==> config.mk <==
export PLATFORM = sky130hd
export DESIGN_NAME = clk_freq_meter
export DESIGN_NICKNAME = d
export VERILOG_FILES = /design/src/rtl/freq_meter_pkg.sv /design/src/rtl/sync_rise_det.sv /design/src/rtl/clk_freq_meter.sv
export SDC_FILE = /design/constraint.sdc
export NUM_CORES = 1
export LEC_CHECK = 0
export CAP_MARGIN = 40
export CORE_ASPECT_RATIO = 1.75
export CORE_MARGIN = 2
export CORE_UTILIZATION = 43
export DETAILED_ROUTE_END_ITERATION = 10
export PLACE_DENSITY = 0.68
export SLEW_MARGIN = 30
export SYNTH_ARGS = -nofsm -noshare
export SYNTH_HDL_FRONTEND = slang
export SYNTH_SLANG_ARGS = --single-unit
==> constraint.sdc <==
create_clock -name clk_i -period 4.14 [get_ports clk_i]
set_input_delay 0.828 -clock clk_i [delete_from_list [all_inputs] [get_ports clk_i]]
set_output_delay 0.828 -clock clk_i [all_outputs]
set_load 0.005 [all_outputs]
==> src/rtl/freq_meter_pkg.sv <==
// Shared definitions for the clock frequency meter: FSM state encodings.
package freq_meter_pkg;

  typedef enum logic [1:0] {
    ST_IDLE = 2'd0,
    ST_GATE = 2'd1,
    ST_DONE = 2'd2
  } fm_state_e;

endpackage

==> src/rtl/sync_rise_det.sv <==
// Multi-flop synchroniser for an asynchronous input followed by a one-cycle
// rising-edge pulse; reusable for buttons and other async inputs.
module sync_rise_det #(
  parameter int SYNC_STAGES = 2
) (
  input  logic clk_i,
  input  logic rst_i,
  input  logic async_i,
  output logic rise_o
);

  logic [SYNC_STAGES-1:0] sync_q;
  logic                   prev_q;

  always_ff @(posedge clk_i or posedge rst_i) begin
    if (rst_i) begin
      sync_q <= '0;
      prev_q <= 1'b0;
    end else begin
      sync_q <= {sync_q[SYNC_STAGES-2:0], async_i};
      prev_q <= sync_q[SYNC_STAGES-1];
    end
  end

  assign rise_o = sync_q[SYNC_STAGES-1] & ~prev_q;

endmodule

==> src/rtl/clk_freq_meter.sv <==
// Counts rising edges of an asynchronous signal over a fixed window of
// GATE_CYCLES system clocks and presents the held, saturating result.
module clk_freq_meter
  import freq_meter_pkg::*;
#(
  parameter int GATE_CYCLES = 25000000,
  parameter int CNT_BITS    = 32,
  parameter int SYNC_STAGES = 2
) (
  input  logic                clk_i,
  input  logic                rst_i,
  input  logic                sig_i,
  input  logic                start_i,
  input  logic                continuous_i,
  output logic                busy_o,
  output logic                valid_o,
  output logic [CNT_BITS-1:0] count_o,
  output logic                overflow_o
);

  localparam int GW = (GATE_CYCLES > 1) ? $clog2(GATE_CYCLES) : 1;
  localparam logic [GW-1:0] GATE_LAST = GW'(GATE_CYCLES - 1);

  fm_state_e           state_q;
  logic [GW-1:0]       gate_cnt_q;
  logic [CNT_BITS-1:0] edge_cnt_q, edge_cnt_d;
  logic                ovf_q, ovf_d;
  logic [CNT_BITS-1:0] count_q;
  logic                overflow_q, valid_q, busy_q;
  logic                rise;
  logic                edge_all1;

  sync_rise_det #(
    .SYNC_STAGES(SYNC_STAGES)
  ) u_sync (
    .clk_i  (clk_i),
    .rst_i  (rst_i),
    .async_i(sig_i),
    .rise_o (rise)
  );

  // Saturating accumulation; a rise that finds the counter full marks overflow.
  always_comb begin
    edge_all1  = &edge_cnt_q;
    edge_cnt_d = edge_cnt_q;
    ovf_d      = ovf_q;
    if (rise) begin
      if (edge_all1) ovf_d = 1'b1;
      else           edge_cnt_d = edge_cnt_q + 1'b1;
    end
  end

  always_ff @(posedge clk_i or posedge rst_i) begin
    if (rst_i) begin
      state_q    <= ST_IDLE;
      gate_cnt_q <= '0;
      edge_cnt_q <= '0;
      ovf_q      <= 1'b0;
      count_q    <= '0;
      overflow_q <= 1'b0;
      valid_q    <= 1'b0;
      busy_q     <= 1'b0;
    end else begin
      valid_q <= 1'b0;
      case (state_q)
        ST_IDLE: begin
          if (start_i) begin
            state_q    <= ST_GATE;
            gate_cnt_q <= '0;
            edge_cnt_q <= '0;
            ovf_q      <= 1'b0;
            busy_q     <= 1'b1;
          end
        end
        ST_GATE: begin
          gate_cnt_q <= gate_cnt_q + 1'b1;
          edge_cnt_q <= edge_cnt_d;
          ovf_q      <= ovf_d;
          // The final gate cycle's rise is folded into the published result.
          if (gate_cnt_q == GATE_LAST) begin
            state_q    <= ST_DONE;
            count_q    <= edge_cnt_d;
            overflow_q <= ovf_d;
            valid_q    <= 1'b1;
          end
        end
        ST_DONE: begin
          if (continuous_i || start_i) begin
            state_q    <= ST_GATE;
            gate_cnt_q <= '0;
            edge_cnt_q <= '0;
            ovf_q      <= 1'b0;
          end else begin
            state_q <= ST_IDLE;
            busy_q  <= 1'b0;
          end
        end
        default: begin
          state_q <= ST_IDLE;
          busy_q  <= 1'b0;
        end
      endcase
    end
  end

  assign busy_o     = busy_q;
  assign valid_o    = valid_q;
  assign count_o    = count_q;
  assign overflow_o = overflow_q;

endmodule

After elaboration in Yosys (flattened, before gate mapping)
Cells that the tools add are included.
W data, S select, Z words.
{"block": "totals", "ff_bits": 98, "inputBits": 5, "out_inout_bits": 35, "word_cells": 52}
{"block": "op_classes", "add_sub_neg": 2, "eq_ne": 7, "n_mux": 22, "bitwise_logic": 3, "reduce_logical": 8}
{"cell": "$mux W32", "n": 4}
{"cell": "$pmux W32 S3", "n": 1}
{"cell": "$pmux W25 S3", "n": 1}
{"cell": "$mux W25", "n": 2}
{"cell": "$add A32 B1 Y32 const B", "n": 1}
{"cell": "$reduce_and A32 Y1", "n": 1}
{"cell": "$add A25 B1 Y25 const B", "n": 1}
{"cell": "$eq A25 B25 Y1 const B", "n": 1}
{"cell": "$mux W1", "n": 9}
{"cell": "$ne A2 B2 Y1 const B", "n": 4}
{"cell": "$pmux W1 S3", "n": 2}
{"cell": "$pmux W2 S3", "n": 1}
{"cell": "$reduce_and A3 Y1", "n": 2}
{"cell": "$mux W2", "n": 2}
{"cell": "$reduce_and A2 Y1", "n": 2}
{"cell": "$reduce_bool A3 Y1", "n": 1}
{"cell": "$eq A2 B1 Y1 const B", "n": 1}
{"cell": "$eq A2 B2 Y1 const B", "n": 1}
{"cell": "$logic_not A2 Y1", "n": 1}
{"cell": "$not A1 Y1", "n": 2}
{"cell": "$and A1 B1 Y1", "n": 1}
{"cell": "$logic_or A1 B1 Y1", "n": 1}

Logic depth before layout (Yosys ltp)
Gate-level depths: netlist (run 1).
{"block": "depth", "depth_word": 4, "mapped_depth": 8, "mapped_depth_nobuf": 7}

Modules after synthesis
A second synthesis (run 1) with hierarchy kept.
{"block": "unflattened", "hier_cells": 580, "hier_area_um2": 5261.3}
{"mod": "clk_freq_meter", "n_inst": 1, "cells_per_inst": 575, "area_each_um2": 5168.7}
{"mod": "sync_rise_det", "n_inst": 1, "cells_per_inst": 5, "area_each_um2": 92.6}

Worst setup path before layout (run 1)
No wires, ideal clock.
{"block": "synth_path", "path_kind": "input -> register", "start": "in continuous_i", "end": "reg gate_cnt_q[21]", "t_arrival_ns": 2.164, "required_ns": 4.020, "path_slack_ns": 1.856, "cell_stages": 5, "path_buffers": 0, "path_cell_list": "a21oi_1 > o21a_1 > nor4_1 > a31oi_1 > a41o_1"}
{"block": "synth_via", "elab_chain_len": 3}
{"element": "from (decl)", "line_no": "clk_freq_meter.sv:14", "rtl": "input logic continuous_i,"}
{"element": "$logic_or A1 B1 Y1", "line_no": "clk_freq_meter.sv:88", "rtl": "if (continuous_i || start_i) begin"}
{"element": "$ne A2 B2 Y1 (no line)"}
{"element": "$reduce_and A3 Y1 (no line)"}
{"element": "to (signal assigned)", "line_no": "clk_freq_meter.sv:76", "rtl": "gate_cnt_q <= gate_cnt_q + 1'b1;"}
{"element": "to (decl)", "line_no": "clk_freq_meter.sv:25", "rtl": "logic [GW-1:0] gate_cnt_q;"}
Every way passes these cells.
A chain may end at the register's enable or synchronous reset.

Worst setup path in the final report (run 1)
{"block": "layout_path", "start": "reg edge_cnt_q[0]", "end": "reg edge_cnt_q[3]"}
{"block": "layout_via", "elab_chain_len": 4, "elab_cells_between_ends": 5, "cone_classes": "1 x add/sub; 3 x mux; 1 x reduce/logical"}
{"element": "from (decl)", "line_no": "clk_freq_meter.sv:26", "rtl": "logic [CNT_BITS-1:0] edge_cnt_q, edge_cnt_d;"}
{"element": "from (signal assigned)", "line_no": "clk_freq_meter.sv:77", "rtl": "edge_cnt_q <= edge_cnt_d;"}
{"element": "$add A32 B1 Y32 or $reduce_and A32 Y1 (tied branches)", "line_no": "clk_freq_meter.sv:49, clk_freq_meter.sv:44"}
{"element": "$mux W32 (*)", "line_no": "clk_freq_meter.sv:48", "rtl": "if (edge_all1) ovf_d = 1'b1;"}
{"element": "$mux W32 (*)", "line_no": "clk_freq_meter.sv:47", "rtl": "if (rise) begin"}
{"element": "$pmux W32 S3 (*)", "line_no": "clk_freq_meter.sv:65", "rtl": "case (state_q)"}
Mark *: on every way between the ends. The rest lies on a longest branch, timed or not.

==> results.json, run 1 <==
{
  "status": "finished clean",
  "syn_inst": 620,
  "cts_setup_buffers": 0,
  "gp_congestion": 0.959,
  "grt_max_degree": 55,
  "cp.arrival_ps": 3140,
  "grt_overflow": 0,
  "fin_crit_sh": 0.689,
  "num_vias": 5055,
  "cts_root_buf": "clkbuf_16",
  "io_pins": 40,
  "cts_tree": "done",
  "wire_per_inst_um": 17.2,
  "p_switching_uw": 762,
  "final_max_slew_viol_count": 0,
  "fp.dieW_um": 89.6,
  "initial_utilization": 0.441,
  "layout_setup_ws_ps": 1290,
  "ctsLongestPathBuffers": 2,
  "worst_pin_slew_ps": 838,
  "placementRows": 54,
  "grt_pass1_wl_um": 23300,
  "avgSynthCellArea_sq_um": 8.89,
  "p_per_area_mw_per_mm2": 372,
  "grt_pass1_vias": 4856,
  "num-nets-final": 643,
  "portBuffers": 39,
  "syn_to_final_growth_pct": 13.9,
  "cts_sinks": 98,
  "syn_area_sq_mm": 0.00551,
  "diodes": 0,
  "fin_worst_skew_ps": 10.7,
  "clock_latency_ps": 350,
  "ys_async_sr_fraction": 1.00,
  "clkTransAtPathRegs_ps": 70,
  "clockPowerShare": 0.338,
  "setup_viol": 0,
  "dr.pass1.iters": 5,
  "h-tree-depth": 3,
  "ys.flop_type": "dfrtp_1",
  "switching_share": 0.326,
  "rsz0062_at_grt": "false",
  "pre_cts_ws_ps": 1340,
  "drc": 0,
  "finalHoldViolations": 0,
  "drtAntennaViolNets": 0,
  "slew_headroom": 0.440,
  "ctsResizeCount": 0,
  "crit_path_end_kind": "flip-flop",
  "hp-class": "flip-flop to flip-flop",
  "drt-total-wl_um": 13900,
  "hold_ws_ps": 352,
  "dp_cells": 793,
  "cp_num_buf_inv": 0,
  "pwr-share-comb": 0.157,
  "die_h_um": 154,
  "period_needed_ps": 2850,
  "p_int_mw": 1.58,
  "dp_hpwl_um": 9630,
  "yosysSeqAreaShare": 0.445,
  "cp_slowest_cell": "nand3_1",
  "crit_required_ps": 4430,
  "p_leak_nw": 2.51,
  "ys_warn_count": 0,
  "synth_cell_types": 58,
  "path_cells": "ha_1 -> nand2_1 -> nor4_2 -> nand3_1 -> a41oi_1 -> a31o_2",
  "drive_above_1_share": 0.0671,
  "finalSetupTns_ps": 0,
  "track_usage": 0.212,
  "synth-seq-cells": 98,
  "core_area_sq_mm": 0.0125,
  "antenna_found_initial": 0,
  "peakVddDrop_mv": 0.194,
  "die-area_sq_mm": 0.0138,
  "instances_no_fill": 809,
  "crit_path_start_kind": "flip-flop",
  "crit_family": "simple AND/OR/NAND/NOR gates",
  "syn_nets": 627,
  "drt-vias-per-instance": 6.25,
  "holdBufCountCts": 0,
  "worst_path_largest_cell_delay_ps": 730,
  "fmaxAchievable_mhz": 351,
  "seqPwrFrac": 0.505,
  "crit_fanout": 21,
  "first_iter_violations": 428,
  "cts_made_buffers": 9,
  "maxCapViolations": 0,
  "synth-edff-count": 0,
  "crit_type": "flip-flop to flip-flop"
}
-- per-layer routing --
layer | vias up | routed length [um] | track usage
met5 | - | 0 | 0
met4 | 0 | 416 | 0.0952
met3 | 32 | 633 | 0.0376
met2 | 161 | 7300 | 0.358
met1 | 2470 | 5590 | 0.256
li1 | 2392 | - | -
-- final timing paths --
| check | start | to | slack, ps | cells after the start |
|---|---|---|---|---|
| max in group asynchronous | rst_i | count_o[27] | 2520 | 3 |
| min reg2reg | u_sync.sync_q[0] | u_sync.sync_q[1] | 350 | 0 |
| min in group asynchronous | rst_i | gate_cnt_q[0] | 920 | 2 |
| max | edge_cnt_q[0] | edge_cnt_q[3] | 1290 | 6 |
| max reg2reg | edge_cnt_q[0] | edge_cnt_q[3] | 1290 | 6 |
| min | u_sync.sync_q[0] | u_sync.sync_q[1] | 350 | 0 |
-- state kept, by name (all words and copies together), names as in the netlist --
| register | count |
|---|---|
| valid_o | 1 |
| gate_cnt_q | 25 |
| state_q | 2 |
| u_sync.prev_q | 1 |
| overflow_o | 1 |
| count_o | 32 |
| edge_cnt_q | 32 |
| busy_o | 1 |
| u_sync.sync_q | 2 |
| ovf_q | 1 |
-- synthesized netlist by cell type (all sizes together), types with 3 or more instances --
| cell | n | area share |
|---|---|---|
| dfrtp | 98 | 0.44 |
| nand2 | 61 | 0.042 |
| nor2 | 55 | 0.037 |
| a31oi | 50 | 0.057 |
| o21ai | 37 | 0.034 |
| clkbuf | 33 | 0.022 |
| nand3 | 31 | 0.028 |
| nand4 | 23 | 0.029 |
| or4 | 21 | 0.029 |
| nor4 | 20 | 0.025 |
| nor3 | 18 | 0.018 |
| or3 | 16 | 0.019 |
| xnor2 | 15 | 0.024 |
| a21oi | 14 | 0.013 |
| buf | 13 | 0.017 |
| o31ai | 13 | 0.018 |
| inv | 12 | 0.0082 |
| and3 | 9 | 0.010 |
| o211ai | 9 | 0.012 |
| and4 | 7 | 0.011 |
| nand2b | 5 | 0.0057 |
| o311ai | 5 | 0.0079 |
| a41oi | 4 | 0.0064 |
| o211a | 4 | 0.0073 |
| a211o | 3 | 0.0048 |
| a21o | 3 | 0.0041 |
| a31o | 3 | 0.0048 |
| a41o | 3 | 0.0054 |
| and2 | 3 | 0.0034 |
| mux2i | 3 | 0.0054 |
| nor4b | 3 | 0.0059 |
| o31a | 3 | 0.0048 |
| or2 | 3 | 0.0034 |
-- logic make-up after synthesis --
kind of cell	synth area share
multiplexers	0.00545
AND/OR/NAND/NOR	0.278
XOR/XNOR	0.0238
flip-flops	0.445
AO/OA/AOI/OAI	0.196
adder cells (fa/ha/maj)	0.00454
buffers and inverters	0.0477
-- worst reg2reg max path, delay by kind of cell, from the launching register on --
family	cells	cell delay, ps
simple gates	3	1400
fa+ha+maj	1	330
compound gates	2	600
flops	1	460
-- power groups by stage --
| stage | Sequential, mW | Clock, mW | Combinational (mW) |
|---|---|---|---|
| 2_1_floorplan | 1.11 | 0 | 0.345 |
| 3_3_place_gp | 1.19 | 0 | 0.356 |
| 3_5_place_dp | 1.19 | 0 | 0.365 |
| 4_1_cts | 1.18 | 0.799 | 0.366 |
| 5_1_grt | 1.20 | 0.838 | 0.416 |
| 6_report | 1.18 | 0.790 | 0.366 |
-- area by class of cell --
type	count	area, sq um
Clock buffer	10	229
Multi-Input combinational cell	464	2810
Tap cell	168	210
Clock inverter	6	41.3
Fill cell	1153	6220
Sequential cell	98	2450
Timing Repair Buffer	51	493
Inverter	12	47.5
-- cells in the final DEF, fill, tap and decap left out, types with 17 or more instances in the layout --
cell type        netlist  final
nor3_1                17     17
nand3_1               31     31
or4_1                 20     20
dfrtp_1               98     98
nor2_1                55     54
a31oi_1               50     50
nor4_1                18     18
clkdlybuf4s50_1        0     39
nand2_1               61     61
nand4_1               22     22
o21ai_0               29     29
-- metrics by stage --
| step | util | power (mW) | cell area, sq um |
|---|---|---|---|
| 6_report | 0.502 | 2.34 | 6280 |
| 4_1_cts | 0.502 | 2.34 | 6280 |
| 3_3_place_gp | 0.480 | 1.54 | 6000 |
| 3_5_place_dp | 0.481 | 1.56 | 6010 |
| 2_1_floorplan | - | 1.45 | 5510 |
| 5_1_grt | 0.502 | 2.45 | 6280 |
No activity file was read; power rests on OpenSTA's default activity.
==> run 2: changes to the inputs <==
--- a/config.mk
+++ b/config.mk
@@ -10,7 +10,7 @@
 export CORE_MARGIN = 2
 export CORE_UTILIZATION = 43
 export DETAILED_ROUTE_END_ITERATION = 10
-export PLACE_DENSITY = 0.68
+export PLACE_DENSITY = 0.7
 export SLEW_MARGIN = 30
 export SYNTH_ARGS = -nofsm -noshare
 export SYNTH_HDL_FRONTEND = slang
==> constraint.sdc (replaced) <==
create_clock -name clk_i -period 2.5 [get_ports clk_i]
set_input_delay 0.5 -clock clk_i [delete_from_list [all_inputs] [get_ports clk_i]]
set_output_delay 0.5 -clock clk_i [all_outputs]
set_load 0.005 [all_outputs]
==> results.json, run 2 (same netlist as run 1, synthesis figures left out) <==
{
  "status": "finished clean",
  "reg2regPathDepth": 7,
  "final_max_slew_viol_count": 0,
  "hp-start": "u_sync.sync_q[0]",
  "drc": 0,
  "cp_num_buf_inv": 2,
  "clkTransAtPathRegs_ps": 70,
  "grt_overflow": 0,
  "drt-vias-per-instance": 6.18,
  "cp.depth": 7,
  "final_cell_mix": "dfrtp_1, nand2_1, nor2_1",
  "fp.dieW_um": 89.6,
  "die_h_um": 154,
  "peakVddDrop_mv": 0.338,
  "grt_max_degree": 58,
  "ctsLongestPathBuffers": 2,
  "clock_latency_ps": 350,
  "grt_pass1_vias": 5185,
  "drtAntennaViolNets": 0,
  "crit_fanout": 16,
  "path_cells": "nand4_1 -> buf_4 -> nor4_2 -> nand3_1 -> buf_4 -> a41oi_1 -> a31oi_1",
  "initial_utilization": 0.441,
  "p_leak_nw": 2.71,
  "num-nets-final": 674,
  "hold_end": "u_sync.sync_q[1]",
  "whs_path_depth": 0,
  "reg2reg_slack_ps": 140,
  "p_per_area_mw_per_mm2": 638,
  "worst_pin_slew_ps": 603,
  "diodes": 0,
  "hp-class": "flip-flop to flip-flop",
  "crit_path_start_kind": "flip-flop",
  "worst_path_largest_cell_delay_ps": 480,
  "regToRegStartpoint": "edge_cnt_q[10]",
  "fmaxAchievable_mhz": 424,
  "setup_viol": 0,
  "crit_required_ps": 2710,
  "track_usage": 0.224,
  "first_iter_violations": 460,
  "placementRows": 54,
  "cts_made_buffers": 9,
  "gp_congestion": 0.911,
  "cts_tree": "done",
  "ctsResizeCount": 0,
  "h-tree-depth": 3,
  "cts_sinks": 98,
  "maxCapViolations": 0,
  "fin_util": 0.534,
  "drt-total-wl_um": 14700,
  "wire_per_inst_um": 17.4,
  "reg2reg_to": "edge_cnt_q[13]",
  "holdBufCountCts": 0,
  "fin_worst_skew_ps": 6.92,
  "final_common_cell": "dfrtp_1",
  "fin_crit_sh": 0.943,
  "rsz0062_at_grt": "false",
  "cts_root_buf": "clkbuf_16",
  "period_needed_ps": 2360,
  "crit_type": "flip-flop to flip-flop",
  "syn_to_final_growth_pct": 21.2,
  "grt_pass1_wl_um": 24600,
  "slew_headroom": 0.595,
  "drive_above_1_share": 0.112,
  "crit_path_end_kind": "flip-flop",
  "die-area_sq_mm": 0.0138,
  "portBuffers": 39,
  "io_pins": 40,
  "critical_path.most_common_cell": "buf_4",
  "core_area_sq_mm": 0.0125,
  "num_vias": 5193,
  "finalSetupTns_ps": 0,
  "dr.pass1.iters": 5,
  "cp_slowest_cell": "dfrtp_1",
  "finalHoldViolations": 0,
  "crit_family": "simple AND/OR/NAND/NOR gates",
  "dp_hpwl_um": 10200,
  "cp.arrival_ps": 2570,
  "antenna_found_initial": 0
}
run 2: cell count changes in the layout (fill, tap and decap cells not counted):
cell	previous run	this run
nor2_2	0	1
clkinv_4	2	0
buf_12	1	9
clkinv_2	3	2
inv_4	1	0
nor2_4	1	0
clkinvlp_4	0	2
bufinv_16	0	3
buf_4	11	34
clkbuf_1	1	0
run 2: per-stage QoR:
stage          std cells  area [sq um]  setup WS, ps  hold WS (ps)  power (mW)
3_5_place_dp         823          6320           165           346        2.68
2_1_floorplan        620          5520           376           331        2.41
6_report             840          6680           144           349        4.26
5_1_grt              840          6680          7.54           355        4.47
4_1_cts              839          6660           163           355        4.28
3_3_place_gp         823          6320           164           336        2.64
run 2: final cells by class:
cell class,count,area (sq um)
Timing Repair Buffer,82,826
Multi-Input combinational cell,464,2800
Clock inverter,7,116
Fill cell,1119,5820
Sequential cell,98,2450
Inverter,12,48.8
Tap cell,168,210
Clock buffer,9,225
run 2: worst max-delay path by stage:
stage                         startpoint              to  slack (ps)
after CTS                  gate_cnt_q[0]      count_o[7]         160
after floorplan            edge_cnt_q[0]  edge_cnt_q[11]         380
after global placement      continuous_i  gate_cnt_q[22]         160
after global routing      edge_cnt_q[10]   edge_cnt_q[8]           8
final                     edge_cnt_q[10]  edge_cnt_q[13]         140
after detailed placement         start_i  gate_cnt_q[10]         160
run 2: metal layers:
metal,wire [um],part of all wire,vias up,track usage
li1,-,-,2464,-
met4,472,0.032,0,0.111
met5,0,0,-,0
met2,7670,0.52,184,0.375
met3,666,0.045,45,0.0381
met1,5840,0.40,2500,0.268
run 2: worst reg2reg max path, stage by stage, from the launching register on:
cell     delay (ps)
dfrtp_1         480
nand4_1         310
buf_4           250
nor4_2          460
nand3_1         180
buf_4           250
a41oi_1         230
a31oi_1          60
run 2: power by group:
part / total [mW] / internal, mW / switching [mW] / leakage (nW)
Sequential: 1.90 / 1.70 / 0.199 / 1.19
Clock: 1.60 / 0.978 / 0.623 / 0.166
Combinational: 0.759 / 0.298 / 0.462 / 1.35
Total: 4.26 / 2.98 / 1.28 / 2.71
run 2: timing repair:
item	CTS	global route
endpoints found under the setup margin	0	1
hold endpoints to repair	0	0
setup buffers	0	1
==> run 3: changes to the inputs <==
--- a/config.mk
+++ b/config.mk
@@ -11,6 +11,7 @@
 export CORE_UTILIZATION = 43
 export DETAILED_ROUTE_END_ITERATION = 10
 export PLACE_DENSITY = 0.7
+export SKIP_CTS_REPAIR_TIMING = 1
 export SLEW_MARGIN = 30
 export SYNTH_ARGS = -nofsm -noshare
 export SYNTH_HDL_FRONTEND = slang
==> results of run 3 <==
No change in the layout: final DEF, timing and power equal those of run 2.
